## src/rtl/alu_pkg.sv

```systemverilog
// Shared definitions for the pipelined adder: operation encoding and the
// WIDTH/STAGES legality rule.
package alu_pkg;

    typedef enum logic {
        OP_ADD = 1'b0,
        OP_SUB = 1'b1
    } op_e;

    // A configuration is legal when the word is at least two bits wide and the
    // stage count splits it into equal slices.
    function automatic logic cfg_legal(input int width, input int stages);
        return (width >= 2) && (stages >= 1) && ((width % stages) == 0);
    endfunction

endpackage

```

## src/rtl/adder_slice.sv

```systemverilog
// One W-bit ripple-carry slice: sum and carry-out of a + b + carry_i.
module adder_slice #(
    parameter int W = 4
) (
    input  logic [W-1:0] a_i,
    input  logic [W-1:0] b_i,
    input  logic         carry_i,
    output logic [W-1:0] sum_o,
    output logic         carry_o
);

    logic [W:0] c_s;

    assign c_s[0] = carry_i;

    for (genvar i = 0; i < W; i++) begin : g_bit
        assign sum_o[i]  = a_i[i] ^ b_i[i] ^ c_s[i];
        assign c_s[i+1]  = (a_i[i] & b_i[i]) | (c_s[i] & (a_i[i] ^ b_i[i]));
    end

    assign carry_o = c_s[W];

endmodule

```

## src/rtl/pipe_adder.sv

```systemverilog
// Pipelined add/subtract unit with valid/ready handshake. The word is split
// into STAGES equal slices; stage k adds slice k with the carry registered by
// stage k-1. Operand slices not yet consumed travel forward in skew registers
// that shrink stage by stage, and finished sum slices accumulate in deskew
// registers that grow, so the last stage holds one complete transaction.
module pipe_adder
    import alu_pkg::*;
#(
    parameter int WIDTH  = 8,
    parameter int STAGES = 2
) (
    input  logic             clk,
    input  logic             rst,
    input  logic             in_valid,
    output logic             in_ready,
    input  logic [WIDTH-1:0] A,
    input  logic [WIDTH-1:0] B,
    input  logic             cin,
    input  logic             sub,
    output logic             out_valid,
    input  logic             out_ready,
    output logic [WIDTH-1:0] sum,
    output logic             cout,
    output logic             ovf
);

    localparam int WS = WIDTH / STAGES;

    if (!cfg_legal(WIDTH, STAGES)) begin : g_bad_cfg
        $error("pipe_adder: WIDTH must be >= 2 and divisible by STAGES");
    end

    logic             stall_s;
    logic [WIDTH-1:0] b_eff_s;
    logic             c_eff_s;

    // Subtraction is A + ~B + 1; cin only matters for addition.
    assign b_eff_s  = (op_e'(sub) == OP_SUB) ? ~B : B;
    assign c_eff_s  = (op_e'(sub) == OP_SUB) ? 1'b1 : cin;

    // The whole pipe freezes while a finished result waits for the consumer.
    assign stall_s  = out_valid && !out_ready;
    assign in_ready = !stall_s;

    for (genvar k = 0; k < STAGES; k++) begin : g_stage
        localparam int  REM  = WIDTH - k * WS;
        localparam bit  LAST = (k == STAGES - 1);

        logic [REM-1:0]        a_in_s;
        logic [REM-1:0]        b_in_s;
        logic                  c_in_s;
        logic                  v_in_s;
        logic [WS-1:0]         slice_s;
        logic                  carry_s;
        logic [(k+1)*WS-1:0]   sum_d;
        logic [(k+1)*WS-1:0]   sum_q;
        logic                  carry_q;
        logic                  valid_q;

        if (k == 0) begin : g_head
            assign a_in_s = A;
            assign b_in_s = b_eff_s;
            assign c_in_s = c_eff_s;
            assign v_in_s = in_valid;
            assign sum_d  = slice_s;
        end else begin : g_body
            assign a_in_s = g_stage[k-1].g_skew.a_q;
            assign b_in_s = g_stage[k-1].g_skew.b_q;
            assign c_in_s = g_stage[k-1].carry_q;
            assign v_in_s = g_stage[k-1].valid_q;
            assign sum_d  = {slice_s, g_stage[k-1].sum_q};
        end

        adder_slice #(
            .W (WS)
        ) u_slice (
            .a_i     (a_in_s[WS-1:0]),
            .b_i     (b_in_s[WS-1:0]),
            .carry_i (c_in_s),
            .sum_o   (slice_s),
            .carry_o (carry_s)
        );

        // Stage valid, carry and deskewed sum: cleared by reset, held on stall.
        always_ff @(posedge clk) begin
            if (rst) begin
                valid_q <= 1'b0;
                carry_q <= 1'b0;
                sum_q   <= '0;
            end else if (!stall_s) begin
                valid_q <= v_in_s;
                carry_q <= carry_s;
                sum_q   <= sum_d;
            end
        end

        if (!LAST) begin : g_skew
            logic [REM-WS-1:0] a_q;
            logic [REM-WS-1:0] b_q;

            // Carry the not-yet-added operand slices to the next stage.
            always_ff @(posedge clk) begin
                if (rst) begin
                    a_q <= '0;
                    b_q <= '0;
                end else if (!stall_s) begin
                    a_q <= a_in_s[REM-1:WS];
                    b_q <= b_in_s[REM-1:WS];
                end
            end
        end else begin : g_tail
            logic ovf_q;

            // Overflow: equal effective operand signs with a differing sum sign.
            always_ff @(posedge clk) begin
                if (rst) begin
                    ovf_q <= 1'b0;
                end else if (!stall_s) begin
                    ovf_q <= (a_in_s[REM-1] == b_in_s[REM-1]) &&
                             (slice_s[WS-1] != a_in_s[REM-1]);
                end
            end
        end
    end

    assign out_valid = g_stage[STAGES-1].valid_q;
    assign sum       = g_stage[STAGES-1].sum_q;
    assign cout      = g_stage[STAGES-1].carry_q;
    assign ovf       = g_stage[STAGES-1].g_tail.ovf_q;

endmodule

```

## config.mk

```make
export PLATFORM = sky130hd
export DESIGN_NAME = pipe_adder
export DESIGN_NICKNAME = d
export VERILOG_FILES = /design/src/rtl/alu_pkg.sv /design/src/rtl/adder_slice.sv /design/src/rtl/pipe_adder.sv
export SDC_FILE = /design/constraint.sdc
export NUM_CORES = 1
export LEC_CHECK = 0
export ABC_AREA = 1
export BUFFER_PORTS_ARGS = -buffer_cell sky130_fd_sc_hd__buf_2
export CORE_MARGIN = 2
export CORE_UTILIZATION = 35
export CTS_CLUSTER_DIAMETER = 30
export DETAILED_ROUTE_END_ITERATION = 6
export GPL_ROUTABILITY_DRIVEN = 0
export PLACE_DENSITY = 0.63
export SKIP_CTS_REPAIR_TIMING = 1
export SYNTH_ARGS = -nofsm -noshare
export SYNTH_HDL_FRONTEND = slang
export SYNTH_HIERARCHICAL = 1
export SYNTH_SLANG_ARGS = --single-unit
export TNS_END_PERCENT = 100
```

## constraint.sdc

```tcl
create_clock -name clk -period 2.5 [get_ports clk]
set_input_delay 0.25 -clock clk [delete_from_list [all_inputs] [get_ports clk]]
set_output_delay 0.25 -clock clk [all_outputs]
set_load 0.1 [all_outputs]
```

# Word level (Yosys, flattened, before mapping)
# Index checks and enable logic that the tools add are counted.
[classes]
bitwise = 41
eq_ne = 2
muxes = 2
n_reduce_logical = 4
[ops]
columns = ["op", "n"]
rows = [
  ["$and A1 B1 Y1", 16],
  ["$xor A1 B1 Y1", 16],
  ["$mux W8", 1],
  ["$not A8 Y8", 1],
  ["$or A1 B1 Y1", 8],
  ["$logic_and A1 B1 Y1", 2],
  ["$logic_not A1 Y1", 2],
  ["$eq A1 B1 Y1", 1],
  ["$mux W1", 1],
  ["$ne A1 B1 Y1", 1],
]
[word_totals]
inputBits = 22
ff_bits = 25
wordCells = 58
output_inout_bits = 12

# Depth between registers and ports, before layout
# Gate-level depths: netlist of run 1.
[depth]
ltp_word = 11
depth_mapped = 13
ltp_nobuf = 13

# By module
# Netlist of run 1, hierarchy kept.
[by_module_without_submodules]
columns = ["module", "cells_per_inst", "seq_area_each_um2", "area_per_inst_um2", "n_inst"]
rows = [
  ["pipe_adder", 137, 500.5, 1026.0, 1],
  ["adder_slice", 14, 0.0, 117.6, 2],
]

# Worst setup path before layout of run 1
# No wires, ideal clock.
[synth_timing]
kind = "input to register"
from = "in sub"
to = "reg g_stage[0].sum_q[3]"
path_slack_ns = 0.201
path_buffers = 1
required_time_ns = 2.435
setup_time_ns = 0.065
path_stages = 12
arrival_time_ns = 2.234
path_cell_list = "buf_6 -> or2_2 -> fa_1 -> inv_1 -> fa_1 -> inv_1 -> fa_1 -> inv_1 -> fa_1 -> inv_1 -> nor2_1 -> nor2_1"
[synth_between]
elab_cells_between_ends = 16
cone_classes = "mux: 2; bitwise: 14"
[synth_rtl]
columns = ["item", "line", "source"]
rows = [
  ["start, declared", "pipe_adder.sv:19", "input logic sub,"],
  ["$mux W1", "pipe_adder.sv:39", "assign c_eff_s = (op_e'(sub) == OP_SUB) ? 1'b1 : cin;"],
  ["net c_eff_s", "pipe_adder.sv:35", "logic c_eff_s;"],
  ["$and A1 B1 Y1", "adder_slice.sv:18", "assign c_s[i+1] = (a_i[i] & b_i[i]) | (c_s[i] & (a_i[i] ^ b_i[i]));"],
  ["$or A1 B1 Y1", "adder_slice.sv:18", ""],
  ["$and A1 B1 Y1", "adder_slice.sv:18", ""],
  ["$or A1 B1 Y1", "adder_slice.sv:18", ""],
  ["$and A1 B1 Y1", "adder_slice.sv:18", ""],
  ["$or A1 B1 Y1", "adder_slice.sv:18", ""],
  ["$xor A1 B1 Y1", "adder_slice.sv:17", "assign sum_o[i] = a_i[i] ^ b_i[i] ^ c_s[i];"],
  ["net g_stage[0].slice_s[3]", "pipe_adder.sv:53", "logic [WS-1:0] slice_s;"],
  ["end signal, assigned", "pipe_adder.sv:93", "sum_q <= sum_d;"],
  ["end, declared", "pipe_adder.sv:56", "logic [(k+1)*WS-1:0] sum_q;"],
]
# The timed path passes the listed nets, and every way through them passes these cells.
# A chain may end at the register's enable or synchronous reset.

# Worst setup path after layout of run 1
[layout_timing]
from = "reg g_stage[0].g_skew.a_q[0]"
to = "reg g_stage[1].g_tail.ovf_q, in the netlist ovf"
[layout_between]
elab_chain_cells = 10
elab_cells_between_ends = 11
cone_classes = "eq/ne: 1; bitwise: 9; reduce/logical: 1"
[layout_rtl]
columns = ["item", "line", "source"]
rows = [
  ["start, declared", "pipe_adder.sv:98", "logic [REM-WS-1:0] a_q;"],
  ["start signal, assigned", "pipe_adder.sv:107", "a_q <= a_in_s[REM-1:WS];"],
  ["$xor A1 B1 Y1", "adder_slice.sv:18", ""],
  ["$and A1 B1 Y1", "adder_slice.sv:18", ""],
  ["$or A1 B1 Y1 (*)", "adder_slice.sv:18", ""],
  ["$and A1 B1 Y1 (*)", "adder_slice.sv:18", ""],
  ["$or A1 B1 Y1 (*)", "adder_slice.sv:18", ""],
  ["$and A1 B1 Y1 (*)", "adder_slice.sv:18", ""],
  ["$or A1 B1 Y1 (*)", "adder_slice.sv:18", ""],
  ["$xor A1 B1 Y1 (*)", "adder_slice.sv:17", ""],
  ["net g_stage[1].slice_s[3]", "pipe_adder.sv:53", ""],
  ["$ne A1 B1 Y1 (*)", "pipe_adder.sv:120", "(slice_s[WS-1] != a_in_s[REM-1]);"],
  ["$logic_and A1 B1 Y1 (*)", "pipe_adder.sv:119", "ovf_q <= (a_in_s[REM-1] == b_in_s[REM-1]) &&"],
  ["end signal, assigned", "pipe_adder.sv:119", ""],
  ["end, declared", "pipe_adder.sv:112", "logic ovf_q;"],
]
# The timed path passes the listed nets; every way through them passes the cells marked *.

==> results of run 1 <==
[worst paths after layout]
check                                        start                     end  slack (ns)  cells past startpoint
max          g_stage[0].g_skew.a_q[0]$_SDFFE_PP0N_        ovf$_SDFFE_PP0N_        0.19                     13
min                                            rst  out_valid$_SDFFE_PP0N_        0.11                      2
max reg2reg  g_stage[0].g_skew.a_q[0]$_SDFFE_PP0N_        ovf$_SDFFE_PP0N_        0.19                     13
min reg2reg        g_stage[0].valid_q$_SDFFE_PP0N_  out_valid$_SDFFE_PP0N_        0.49                      2
[area by class of cell]
class,instances,share of cell area
multi-input cells,100,0.393
inverters,33,0.0876
flip-flops and latches,25,0.343
well taps,46,0.0395
clock buffers,4,0.0180
repair buffers,34,0.118
[sequential cells by signal (all words and copies together) (netlist names)]
register            count
sum                     8
g_stage.g_skew.a_q      4
g_stage.g_skew.b_q      4
g_stage.sum_q           4
cout                    1
g_stage.carry_q         1
g_stage.valid_q         1
out_valid               1
ovf                     1
[layer usage]
layer / share of wire / GRT usage / vias up
met3: 0.043 / 0.0194 / 2
met5: 0 / 0 / -
met4: 0.0052 / 0.0571 / 0
li1: - / - / 554
met2: 0.43 / 0.185 / 22
met1: 0.52 / 0.150 / 410
[power by group]
part	switching, mW	leakage [nW]	internal [mW]
sequential	0.0231	0.208	0.442
clock	0.110	0.0150	0.0622
combinational	0.250	0.542	0.0851
[cells in the mapped netlist]
cell type and count:
nor2_1 46, inv_1 30, dfxtp_1 25, o21ai_1 13, nand2_1 10, o21ai_0 10, fa_1 8, buf_6 4
nand3_1 4, xor2_1 4, a21oi_1 3, clkbuf_1 2, buf_4 1, clkinv_2 1, inv_2 1, inv_4 1
nand2_4 1, or2_2 1
[worst max-delay path, stage by stage, from the launching register on]
cell	delay [ns]
dfxtp_1	0.35
fa_1	0.41
inv_1	0.09
fa_1	0.16
inv_1	0.05
fa_1	0.35
inv_1	0.07
fa_1	0.40
inv_1	0.10
inv_1	0.04
nand3_1	0.05
nand3_1	0.08
nand2_1	0.07
inv_1	0.03
[through the flow]
stage	total power [mW]	cell area, sq um	instances
floorplan	0.754	1260	165
global placement	0.810	1430	238
detailed placement	0.811	1430	238
CTS	0.989	1460	242
global route	1.04	1460	242
finish	0.972	1460	242
[logic make-up after synthesis]
family | after synthesis | share of synthesized area
compound gates | 26 | 0.103
xor+xnor | 4 | 0.0278
fa+ha+maj | 8 | 0.127
buf+inv | 40 | 0.149
flops | 25 | 0.397
simple gates | 62 | 0.196
==> qor.yml, run 1 <==
place:
  pre_cts_ws_ns: 0.115
  hpwl_microns: 1510
  io_buffers: 33
logic_synthesis:
  synth_area_sq_um: 1260
  synth_top_area_cell: "dfxtp_1"
  synthDistinctLibCells: 18
  synth_nets: 195
  netlist.area_leader.share: 0.397
  yosysSeqAreaShare: 0.397
  synth.avg_cell_area_sq_um: 7.64
  yosys_warnings: 6
  synth_area_leaders: "dfxtp_1 (40%), nor2_1 (14%), fa_1 (13%), inv_1 (8.9%), o21ai_1 (5.2%)"
  synthCells: 165
  ys_seq_elements: 25
drt:
  vias: 988
  ant_nets: 0
  wl_microns: 2130
  wl_per_cell_microns: 8.81
  drc: 0
  drt_iter0_drc: 51
  routed_via_density: 4.08
  drt_pre_antenna_iters: 4
floorplanning:
  fp.dieH_microns: 64.0
  core_sq_um: 3390
  fp.dieW_microns: 64.0
  io_pins: 34
  dieArea_sq_um: 4100
  rows: 21
  start_util: 0.372
timing:
  whs_ns: 0.112
  worst_slew_pin_slew_ns: 0.491
  setup_tns_ns: 0
  finalSetupViolCount: 0
  layout_min_cycle_time_ns: 2.31
  slew_headroom: 0.675
  max_freq_mhz: 432
  hold_viol: 0
  rsz0062_at_grt: "no"
  drv_slew: 0
  finalCritPeriodShare: 0.925
  fin_skew_ns: 0.00119
  fin_ws_ns: 0.187
worst_setup_path:
  worstPathRequired_ns: 2.72
  crit_arrival_ns: 2.54
  critPathKind: "flop to flop"
  cp-end-kind: "flop"
  start_kind: "flop"
  worst-path-max-fanout: 3
global_routing:
  antenna_found_initial: 0
  grt_pass1_vias: 935
  grt_use_total: 0.116
  grt.overflow.total: 0
  grt_pass1_wl_microns: 3780
  grt_max_degree: 28
final_layout:
  drive_above_1_share: 0.214
  num_antenna_cells: 0
  final_util: 0.430
  seqCellArea_sq_um: 500
  layout_common_cells: "nor2_1 (46), buf_2 (33), inv_1 (30)"
  mostFrequentLayoutCell: "nor2_1"
  nNetsFinal: 227
  area.growth.synth_to_final_pct: 15.6
  fillers: 357
  multi_input_area_sq_um: 573
clocking:
  clock_sinks: 25
  clock_latency_ns: 0.31
  clk_path_buf_depth: 2
  cts_tree: "done"
  cts_made_buffers: 3
  path_clk_slew_ns: 0.12
  h-tree-depth: 1
  cts_root_buf: "clkbuf_4"
power_and_ir_drop:
  powerDensity_nw_per_um2: 667
  leakagePower_nw: 0.764
  irDropWorstVdd_uv: 164
min_path:
  hp-class: "input pin to flop"
status:
  outcome: "finished clean"
run:
  drv_cap: 0
(Power assumes the default switching activity.)
==> run 2: changes to the inputs <==
clock period = 2.64 ns   (was 2.5 ns; I/O delays follow)
==> run 2 against run 1 <==
  * Routed wire length up 11%
  * Die area unchanged
  * Sequential share of layout area about the same
  * Sequential cell count unchanged
  * Global-route usage up 1.3 points
  * Highest routed layer unchanged
  * First-iteration DRC count up 39%
  * Count of clock-buffer cells in the layout down 1
  * Largest power group unchanged
  * Core utilization about the same
  * Critical endpoint unchanged
==> qor.yml, run 2 (same netlist as run 1, synthesis figures left out) <==
final_layout:
  fillers: 376  # +5.3%
  area.growth.synth_to_final_pct: 15.7  # about the same
  largest_reg_flops: 8  # unchanged
  layout_common_cells: "nor2_1 (46), buf_2 (33), inv_1 (30)"
  multi_input_area_sq_um: 573  # unchanged
  num_antenna_cells: 0  # unchanged
  mostFrequentLayoutCell: "nor2_1"
  drive_above_1_share: 0.219  # +0.00510
  nNetsFinal: 227  # unchanged
  instances_no_fill: 242  # unchanged
  seqCellArea_sq_um: 500  # unchanged
place:
  dp.cells: 238  # unchanged
  hpwl_microns: 1650  # +9.1%
  io_buffers: 33  # unchanged
power_and_ir_drop:
  leakagePower_nw: 0.767  # +0.36%
  powerDensity_nw_per_um2: 637  # -4.5%
  irDropWorstVdd_uv: 185  # +13%
floorplanning:
  core_sq_um: 3390  # unchanged
  start_util: 0.372  # unchanged
  rows: 21  # unchanged
  dieArea_sq_um: 4100  # unchanged
  io_pins: 34  # unchanged
  fp.dieW_microns: 64.0  # unchanged
  fp.dieH_microns: 64.0  # unchanged
global_routing:
  grt_max_degree: 28  # unchanged
  grt_pass1_wl_microns: 4260  # +13%
  grt_use_total: 0.128  # +0.0127
  grt_pass1_vias: 971  # +3.9%
  antenna_found_initial: 0  # unchanged
  grt.overflow.total: 0  # unchanged
clocking:
  clk_path_buf_depth: 2  # unchanged
  cts_root_buf: "clkbuf_4"
  h-tree-depth: 1  # unchanged
  clock_sinks: 25  # unchanged
  cts_tree: "done"
  clock_latency_ns: 0.31  # about the same
  cts_made_buffers: 3  # unchanged
  path_clk_slew_ns: 0.13  # about the same
worst_setup_path:
  reg2regPathDepth: 13  # unchanged
  start_kind: "flop"
  r2r_setup_slack_ns: 0.27  # +0.09 ns
  rr_endpoint: "ovf$_SDFFE_PP0N_"
  critPathLaunch: "g_stage[0].g_skew.a_q[0]$_SDFFE_PP0N_"
  r2r_start: "g_stage[0].g_skew.a_q[0]$_SDFFE_PP0N_"
  worst-path-max-fanout: 3  # unchanged
  crit_arrival_ns: 2.59  # +0.05 ns
  worstPathRequired_ns: 2.87  # +0.15 ns
  critPathKind: "flop to flop"
  cp-end-kind: "flop"
  endpoint: "ovf$_SDFFE_PP0N_"
status:
  outcome: "finished clean"
drt:
  vias: 1029  # +4.1%
  wl_microns: 2370  # +11%
  drc: 0  # unchanged
  drt_iter0_drc: 71  # +39%
  routed_via_density: 4.25  # +4.1%
  drt_pre_antenna_iters: 4  # unchanged
  wl_per_cell_microns: 9.78  # +11%
  ant_nets: 0  # unchanged
timing:
  finalSetupViolCount: 0  # unchanged
  setup_tns_ns: 0  # unchanged
  rsz0062_at_grt: "no"
  max_freq_mhz: 423  # -2.2%
  hold_viol: 0  # unchanged
  slew_headroom: 0.676  # +0.00101
  finalCritPeriodShare: 0.896  # -0.0291
  layout_min_cycle_time_ns: 2.37  # +0.0526 ns
  fin_skew_ns: 0.00240  # +0.00121 ns
  drv_slew: 0  # unchanged
  worst_slew_pin_slew_ns: 0.489  # -0.00152 ns
min_path:
  hp-class: "input pin to flop"
  hold_start: "rst"
run:
  drv_cap: 0  # unchanged
run 2: worst min-delay path by stage:
stage                                   endpoint  slack [ns]  cells past startpoint
after floorplan           out_valid$_SDFFE_PP0N_        0.34                      1
after global placement    out_valid$_SDFFE_PP0N_        0.46                      2
after detailed placement  out_valid$_SDFFE_PP0N_        0.46                      2
after CTS                 out_valid$_SDFFE_PP0N_        0.12                      2
after global routing      out_valid$_SDFFE_PP0N_        0.11                      2
final                     out_valid$_SDFFE_PP0N_        0.13                      2
run 2: power by group:
group | total, mW | internal, mW | switching (mW)
Sequential | 0.441 | 0.419 | 0.0220
Combinational | 0.323 | 0.0818 | 0.241
Clock | 0.166 | 0.0566 | 0.109
Total | 0.929 | 0.557 | 0.372
run 2: layer usage:
metal	track usage	vias up	wire, microns
met3	0.0176	2	105
met4	0.0489	0	28
met5	0	-	0
li1	-	550	-
met1	0.188	452	1190
met2	0.190	25	1040
run 2: area by class of cell:
class,count,area share
Clock buffer,3,0.0154
Clock inverter,1,0.00343
Inverter,33,0.0875
Multi-Input combinational cell,100,0.393
Sequential cell,25,0.343
Tap cell,46,0.0395
Timing Repair Buffer,34,0.118
run 2: critical path: stages (launching register included):
cell	delay, ns
dfxtp_1	0.35
fa_1	0.44
inv_1	0.08
fa_1	0.15
inv_1	0.05
fa_1	0.36
inv_1	0.08
fa_1	0.41
inv_1	0.10
inv_1	0.04
nand3_1	0.06
nand3_1	0.08
nand2_1	0.07
inv_1	0.03
run 2: through the flow:
stage	hold WS, ns	instance area, sq um	setup WS, ns	power, mW	util
after floorplan	0.336	1260	0.327	0.714	-
after global placement	0.455	1430	0.269	0.768	0.422
after detailed placement	0.457	1430	0.229	0.773	0.422
after CTS	0.115	1460	0.273	0.940	0.430
after global routing	0.114	1460	0.140	0.994	0.430
final	0.126	1460	0.274	0.929	0.430
